<file path="src/rtl/fifo_destruct_var_if.sv">
// Stream bundle for fifo_destruct_var: wide word write side, single-lane read side.
// FIFO_DESTRUCT_LAST_EN adds the wr_last/rd_last frame markers.
interface fifo_destruct_var_if #(
   parameter int unsigned DSIZE = 8,
   parameter int unsigned NSIZE = 4
);
   localparam int unsigned CSIZE = $clog2(NSIZE + 1);

   logic [DSIZE*NSIZE-1:0] wr_data;
   logic [CSIZE-1:0]       wr_cnt;
   logic                   wr_vld;
   logic                   wr_ready;
   logic [DSIZE-1:0]       rd_data;
   logic                   rd_vld;
   logic                   rd_ready;
`ifdef FIFO_DESTRUCT_LAST_EN
   logic                   wr_last;
   logic                   rd_last;

   modport master (
      output wr_data, wr_cnt, wr_vld, wr_last, rd_ready,
      input  wr_ready, rd_data, rd_vld, rd_last
   );
   modport slave (
      input  wr_data, wr_cnt, wr_vld, wr_last, rd_ready,
      output wr_ready, rd_data, rd_vld, rd_last
   );
`else
   modport master (
      output wr_data, wr_cnt, wr_vld, rd_ready,
      input  wr_ready, rd_data, rd_vld
   );
   modport slave (
      input  wr_data, wr_cnt, wr_vld, rd_ready,
      output wr_ready, rd_data, rd_vld
   );
`endif
endinterface

</file>
<file path="src/rtl/fifo_destruct_var.sv">
// Wide-to-narrow width converter: accepts NSIZE-lane words with a valid-lane count and
// emits one lane per cycle. An active word plus one pending word keep the output stream
// gap-free across word boundaries. Optional frame markers under FIFO_DESTRUCT_LAST_EN.
module fifo_destruct_var #(
   parameter int unsigned DSIZE     = 8,
   parameter int unsigned NSIZE     = 4,
   parameter bit          MSB_FIRST = 1'b1
) (
   input logic                clock,
   input logic                rst,
   fifo_destruct_var_if.slave bus_io
);
   localparam int unsigned CSIZE = $clog2(NSIZE + 1);
   localparam int unsigned WSIZE = DSIZE * NSIZE;

   typedef enum logic [1:0] {StEmpty, StActive, StFull} state_e;

   state_e           state_q, state_d;
   logic [WSIZE-1:0] act_data_q, act_data_d;
   logic [CSIZE-1:0] act_cnt_q, act_cnt_d;
   logic [WSIZE-1:0] pend_data_q, pend_data_d;
   logic [CSIZE-1:0] pend_cnt_q, pend_cnt_d;
   logic [CSIZE-1:0] ptr_q, ptr_d;
`ifdef FIFO_DESTRUCT_LAST_EN
   logic             act_last_q, act_last_d;
   logic             pend_last_q, pend_last_d;
`endif

   logic             wr_ready;
   logic             rd_vld;
   logic [CSIZE-1:0] wr_cnt_eff;
   logic             wr_take;
   logic             rd_fire;
   logic             is_final;
   logic             act_done;
   logic [CSIZE-1:0] lane_idx;
   logic [DSIZE-1:0] rd_data;

   // Handshake qualifiers; wr_ready depends only on reset and registered state.
   assign wr_ready   = !rst && (state_q != StFull);
   assign rd_vld     = (state_q != StEmpty);
   assign wr_cnt_eff = (bus_io.wr_cnt > CSIZE'(NSIZE)) ? CSIZE'(NSIZE) : bus_io.wr_cnt;
   // Zero-lane words complete the handshake but are otherwise dropped.
   assign wr_take    = bus_io.wr_vld && wr_ready && (wr_cnt_eff != '0);
   assign rd_fire    = rd_vld && bus_io.rd_ready;
   assign is_final   = (ptr_q == (act_cnt_q - CSIZE'(1)));
   assign act_done   = rd_fire && is_final;
   assign lane_idx   = MSB_FIRST ? (CSIZE'(NSIZE - 1) - ptr_q) : ptr_q;

   // Lane mux over the active word.
   always_comb begin
      rd_data = '0;
      for (int i = 0; i < int'(NSIZE); i++) begin
         if (CSIZE'(i) == lane_idx) begin
            rd_data = act_data_q[i*DSIZE +: DSIZE];
         end
      end
   end

   // Next-state: load, bypass, promote pending and lane pointer advance.
   always_comb begin
      state_d     = state_q;
      act_data_d  = act_data_q;
      act_cnt_d   = act_cnt_q;
      pend_data_d = pend_data_q;
      pend_cnt_d  = pend_cnt_q;
      ptr_d       = ptr_q;
`ifdef FIFO_DESTRUCT_LAST_EN
      act_last_d  = act_last_q;
      pend_last_d = pend_last_q;
`endif
      unique case (state_q)
         StEmpty: begin
            if (wr_take) begin
               act_data_d = bus_io.wr_data;
               act_cnt_d  = wr_cnt_eff;
               ptr_d      = '0;
`ifdef FIFO_DESTRUCT_LAST_EN
               act_last_d = bus_io.wr_last;
`endif
               state_d    = StActive;
            end
         end
         StActive: begin
            if (act_done) begin
               ptr_d = '0;
               if (wr_take) begin
                  // Final lane leaves while a new word arrives: load straight to active.
                  act_data_d = bus_io.wr_data;
                  act_cnt_d  = wr_cnt_eff;
`ifdef FIFO_DESTRUCT_LAST_EN
                  act_last_d = bus_io.wr_last;
`endif
               end else begin
                  state_d = StEmpty;
               end
            end else begin
               if (rd_fire) begin
                  ptr_d = ptr_q + CSIZE'(1);
               end
               if (wr_take) begin
                  pend_data_d = bus_io.wr_data;
                  pend_cnt_d  = wr_cnt_eff;
`ifdef FIFO_DESTRUCT_LAST_EN
                  pend_last_d = bus_io.wr_last;
`endif
                  state_d     = StFull;
               end
            end
         end
         StFull: begin
            if (act_done) begin
               act_data_d = pend_data_q;
               act_cnt_d  = pend_cnt_q;
               ptr_d      = '0;
`ifdef FIFO_DESTRUCT_LAST_EN
               act_last_d = pend_last_q;
`endif
               state_d    = StActive;
            end else if (rd_fire) begin
               ptr_d = ptr_q + CSIZE'(1);
            end
         end
         default: begin
            state_d = StEmpty;
         end
      endcase
   end

   // State registers with synchronous reset.
   always_ff @(posedge clock) begin
      if (rst) begin
         state_q     <= StEmpty;
         act_data_q  <= '0;
         act_cnt_q   <= '0;
         pend_data_q <= '0;
         pend_cnt_q  <= '0;
         ptr_q       <= '0;
`ifdef FIFO_DESTRUCT_LAST_EN
         act_last_q  <= 1'b0;
         pend_last_q <= 1'b0;
`endif
      end else begin
         state_q     <= state_d;
         act_data_q  <= act_data_d;
         act_cnt_q   <= act_cnt_d;
         pend_data_q <= pend_data_d;
         pend_cnt_q  <= pend_cnt_d;
         ptr_q       <= ptr_d;
`ifdef FIFO_DESTRUCT_LAST_EN
         act_last_q  <= act_last_d;
         pend_last_q <= pend_last_d;
`endif
      end
   end

   assign bus_io.wr_ready = wr_ready;
   assign bus_io.rd_vld   = rd_vld;
   assign bus_io.rd_data  = rd_data;
`ifdef FIFO_DESTRUCT_LAST_EN
   assign bus_io.rd_last  = rd_vld && is_final && act_last_q;
`endif

endmodule

</file>
<file path="src/flat_wrapper.sv">
// flat-port wrapper written by rule: the top's interface ports become plain ports
module fifo_destruct_var_flat 
#(
   parameter int unsigned DSIZE     = 8,
   parameter int unsigned NSIZE     = 4,
   parameter bit          MSB_FIRST = 1'b1
)
  (clock, rst, bus_io_wr_data, bus_io_wr_cnt, bus_io_wr_vld, bus_io_rd_ready, bus_io_wr_ready, bus_io_rd_data, bus_io_rd_vld);
  fifo_destruct_var_if #(.DSIZE(DSIZE), .NSIZE(NSIZE)) bus_io_i ();
  input logic clock;
  input logic rst;
  input wire logic [$bits(bus_io_i.wr_data)-1:0] bus_io_wr_data;
  input wire logic [$bits(bus_io_i.wr_cnt)-1:0] bus_io_wr_cnt;
  input wire logic [$bits(bus_io_i.wr_vld)-1:0] bus_io_wr_vld;
  input wire logic [$bits(bus_io_i.rd_ready)-1:0] bus_io_rd_ready;
  output wire logic [$bits(bus_io_i.wr_ready)-1:0] bus_io_wr_ready;
  output wire logic [$bits(bus_io_i.rd_data)-1:0] bus_io_rd_data;
  output wire logic [$bits(bus_io_i.rd_vld)-1:0] bus_io_rd_vld;
  assign bus_io_i.wr_data = bus_io_wr_data;
  assign bus_io_i.wr_cnt = bus_io_wr_cnt;
  assign bus_io_i.wr_vld = bus_io_wr_vld;
  assign bus_io_i.rd_ready = bus_io_rd_ready;
  assign bus_io_wr_ready = bus_io_i.wr_ready;
  assign bus_io_rd_data = bus_io_i.rd_data;
  assign bus_io_rd_vld = bus_io_i.rd_vld;
  fifo_destruct_var #(.DSIZE(DSIZE), .NSIZE(NSIZE), .MSB_FIRST(MSB_FIRST)) u_core (.clock(clock), .rst(rst), .bus_io(bus_io_i));
endmodule
</file>
<file path="config.mk">
export PLATFORM = sky130hd
export DESIGN_NAME = fifo_destruct_var_flat
export DESIGN_NICKNAME = d
export VERILOG_FILES = /design/src/rtl/fifo_destruct_var_if.sv /design/src/rtl/fifo_destruct_var.sv /design/src/flat_wrapper.sv
export SDC_FILE = /design/constraint.sdc
export NUM_CORES = 1
export LEC_CHECK = 0
export ABC_AREA = 1
export CAP_MARGIN = 20
export CELL_PAD_IN_SITES_DETAIL_PLACEMENT = 0
export CELL_PAD_IN_SITES_GLOBAL_PLACEMENT = 1
export CORE_AREA = 2 2 107 83
export CTS_BUF_LIST = sky130_fd_sc_hd__clkbuf_8
export CTS_CLUSTER_SIZE = 40
export DETAILED_ROUTE_END_ITERATION = 6
export DIE_AREA = 0 0 109 85
export DONT_BUFFER_PORTS = 1
export PLACE_DENSITY_LB_ADDON = 0.1
export REMOVE_ABC_BUFFERS = 1
export SYNTH_ARGS = -nofsm -noshare
export SYNTH_HDL_FRONTEND = slang
export SYNTH_SLANG_ARGS = --single-unit
</file>
<file path="constraint.sdc">
create_clock -name clock -period 2.7 [get_ports clock]
set_input_delay 0.54 -clock clock [delete_from_list [all_inputs] [get_ports clock]]
set_output_delay 0.54 -clock clock [all_outputs]
set_load 0.02 [all_outputs]
</file>
==> qor.txt <==
Via Count = 3,321
total negative slack = 0 ns
critical path fanouts, max = 9
TritonCTS clock tree = done
Syn Area/Cell = 7.043 sq um
minimum clock period = 2.577 ns
Net Sw Frac = 0.4115
first-pass GRT wire length = 15,300 um
max-cap viol count = 0
type of the most critical hold path = in2reg
part of the cycle the worst path needs = 0.9545
First DRT Iteration DRCs = 197
slew margin rel. = 0.5458
clock buffer depth = 2
Lkg Pwr = 1.440 nW
sequential-to-total area share from yosys stat = 0.4015
RSZ-0062 raised after global routing = false
DP Area = 3755 sq um
routed vias/inst = 5.339
Post-synth ARST share = 0
Total Nets Final = 559
final hold vios = 0
WP data required = 2.16 ns
post-DP HPWL = 5825 um
worst r2r src = u_core.state_q[0]$_SDFFE_PP0P_
Cells after Synth = 531
Die Ht = 85 um
layout cells sized above 1 = 0.08366
status = finished, violations left
flop2flop setup slack = 0.47 ns
DRC viols = 3
IO Pins = 49
Crit. End Element = primary output
row count = 29
Hold Buf Count CTS = 0
synth cell count leaders = a21oi_1 (106), nand2_1 (76), dfxtp_1 (75)
nature of the critical path startpoint = flip-flop
Max H-tree Level = 3
number of synthesized flops with an enable pin = 0
failing checks = design-rule violations
clock sink count = 75
Clock Latency Late Sink = 0.35 ns
routability cong. = 0.7954
die area = 9265 sq um
cell depth of the worst flop-to-flop path = 13
CTS clock-pin slew for the worst setup and hold paths = 0.08 ns
Worst Hold Slack = 0.2592 ns
routed length on met3 = 449 um
reg2reg end = u_core.state_q[0]$_SDFFE_PP0P_
WHS Endpoint = u_core.act_data_q[16]$_SDFFE_PP0P_
Post-CTS Setup Inserts = 0
worst hold path startpoint = rst
antenna cells = 0
Layout area overhead = 6.892%
Max Fclk = 388.0 MHz
Final Instance Area = 3998 sq um
CTS root buf = clkbuf_8
Initial Utilization = 0.4540
Ys Warns = 0
initial antenna violation count = 0
Max VDD drop = 0.3916 mV
pin count of the biggest net entering global routing = 72
Power Dens Cells = 850.6 nW/um^2
routed len/inst = 14.36 um
Core Util, Final = 0.4853
setup violators final = 0
synthesized area = 3740 sq um
ys flop type = dfxtp_1
Yosys top cell by area = dfxtp_1
Logic pwr share = 0.370
DR WL met2 = 3736 um
antenna-violating nets left = 0
vias in the first global route = 3,000
Sw Pwr = 0.001399 W
Synth top area share = 0.4015
gr ovfl total = 0
CTS Buf Count = 9
kind of critical path = reg2out
Final WS setup = 0.1229 ns
Core Area = 8237 sq um
most frequent cell after synthesis = a21oi_1
WL final = 8929 um
Arrival @ worst endpoint = 2.04 ns
hold path cells = 1
Pre-antenna DRT Iters = 7
chip width = 109 um
Yosys cell types = 25
port bufs = 0
Post-Place Setup Slack = 0.4438 ns
Clk pwr share = 0.252
clk_skew = 0.006265 ns
Pins Over Slew Limit = 0
Top Layer Used = met4
FF+latch count, synth = 75
Reg power frac = 0.379
P_int = 0.002001 W
Worst Tran Pin Value = 0.6813 ns
GRT Overall Usage = 0.2101
Synth area leaders = dfxtp_1 (40%), a21oi_1 (14%), nand2_1 (7.6%), nor2_1 (6.0%), nand4_1 (5.7%)
M1 WL = 4693 um
## cells by family (layout without fill, tap and decap cells)
family | Yosys count | in the layout | share of synthesized area
AOI/OAI and AO/OA | 159 | 159 | 0.2225
xor gates and xnor gates | 1 | 1 | 0.002342
adders and majority gates | 11 | 11 | 0.03680
buffers and inverters | 92 | 75 | 0.1034
DFF | 75 | 75 | 0.4015
and+or+nand+nor | 193 | 193 | 0.2335
## worst max-delay path, stage by stage (launching register included)
cell      delay (ns)
dfxtp_1         0.41
inv_1           0.09
ha_1            0.32
nand2_1         0.30
o211ai_1        0.14
a31oi_1         0.43
## power groups by stage
stage          logic (W)  clock network, W  registers (W)
2_1_floorplan   0.000911                 0        0.00130
5_1_grt          0.00142          0.000931        0.00130
6_report         0.00126          0.000856        0.00129
4_1_cts          0.00121          0.000882        0.00129
3_3_place_gp     0.00120                 0        0.00131
3_5_place_dp     0.00121                 0        0.00131
## registers in the layout, indices dropped and copies added (netlist names)
signal	count
u_core.act_data_q	32
u_core.pend_data_q	32
u_core.act_cnt_q	3
u_core.pend_cnt_q	3
u_core.ptr_q	3
u_core.state_q	2
## cells in the final DEF, fill, tap and decap left out
master and n:
nand2_2 5, clkinv_4 1, ha_2 1, clkinv_2 1, o21ai_0 32, xnor2_1 1
nand3_2 2, nand3b_1 1, a21oi_1 106, a31oi_1 1, clkinvlp_4 3, o21ai_1 3
nand2_1 74, ha_1 10, nor2_4 3, buf_4 7, a22o_1 1, buf_12 1
nand4_1 34, inv_2 2, bufinv_16 1, a31oi_2 7, clkbuf_8 9, nand3_1 14
inv_1 50, dfxtp_1 75, a211oi_1 1, nor2_1 60, o211ai_1 8
## metal layers
metal  GRT usage  vias to the layer above
met2      0.3077                       53
li1            -                     1742
met4     0.04895                        0
met3     0.06221                        5
met5           0                        -
met1      0.3036                     1521
## how the worst max path moves through the flow
stage,start,to,slack (ns),cells past startpoint
floorplan,u_core.state_q[0]$_SDFFE_PP0P_,u_core.act_cnt_q[0]$_SDFFE_PP0P_,-0.70,10
global placement,u_core.ptr_q[1]$_SDFFE_PP0P_,bus_io_rd_data[4],0.43,5
detailed placement,u_core.ptr_q[1]$_SDFFE_PP0P_,bus_io_rd_data[7],0.44,5
CTS,u_core.ptr_q[1]$_SDFFE_PP0P_,bus_io_rd_data[7],0.05,5
global route,u_core.ptr_q[1]$_SDFFE_PP0P_,bus_io_rd_data[6],0.009,5
finish,u_core.ptr_q[1]$_SDFFE_PP0P_,bus_io_rd_data[6],0.12,5
## final cells by class
cell class	count	area, sq um
fill	831	4239
clock inverter	7	70.07
timing repair buffer	8	72.57
inverter	51	191.4
tap	108	135.1
sequential	75	1501
multi-input combinational	364	1903
clock buffer	9	123.9
## repair_timing
action,CTS,global route
hold endpoints to repair,0,0
resized for setup,0,9
setup endpoints to repair,0,8
## stage by stage
| step | instances | total power (W) |
|---|---|---|
| global route | 622 | 0.003657 |
| detailed placement | 606 | 0.002518 |
| floorplan | 490 | 0.002207 |
| finish | 622 | 0.003400 |
| CTS | 622 | 0.003377 |
| global placement | 606 | 0.002507 |
Note: power is estimated with default switching activity, not from simulation.
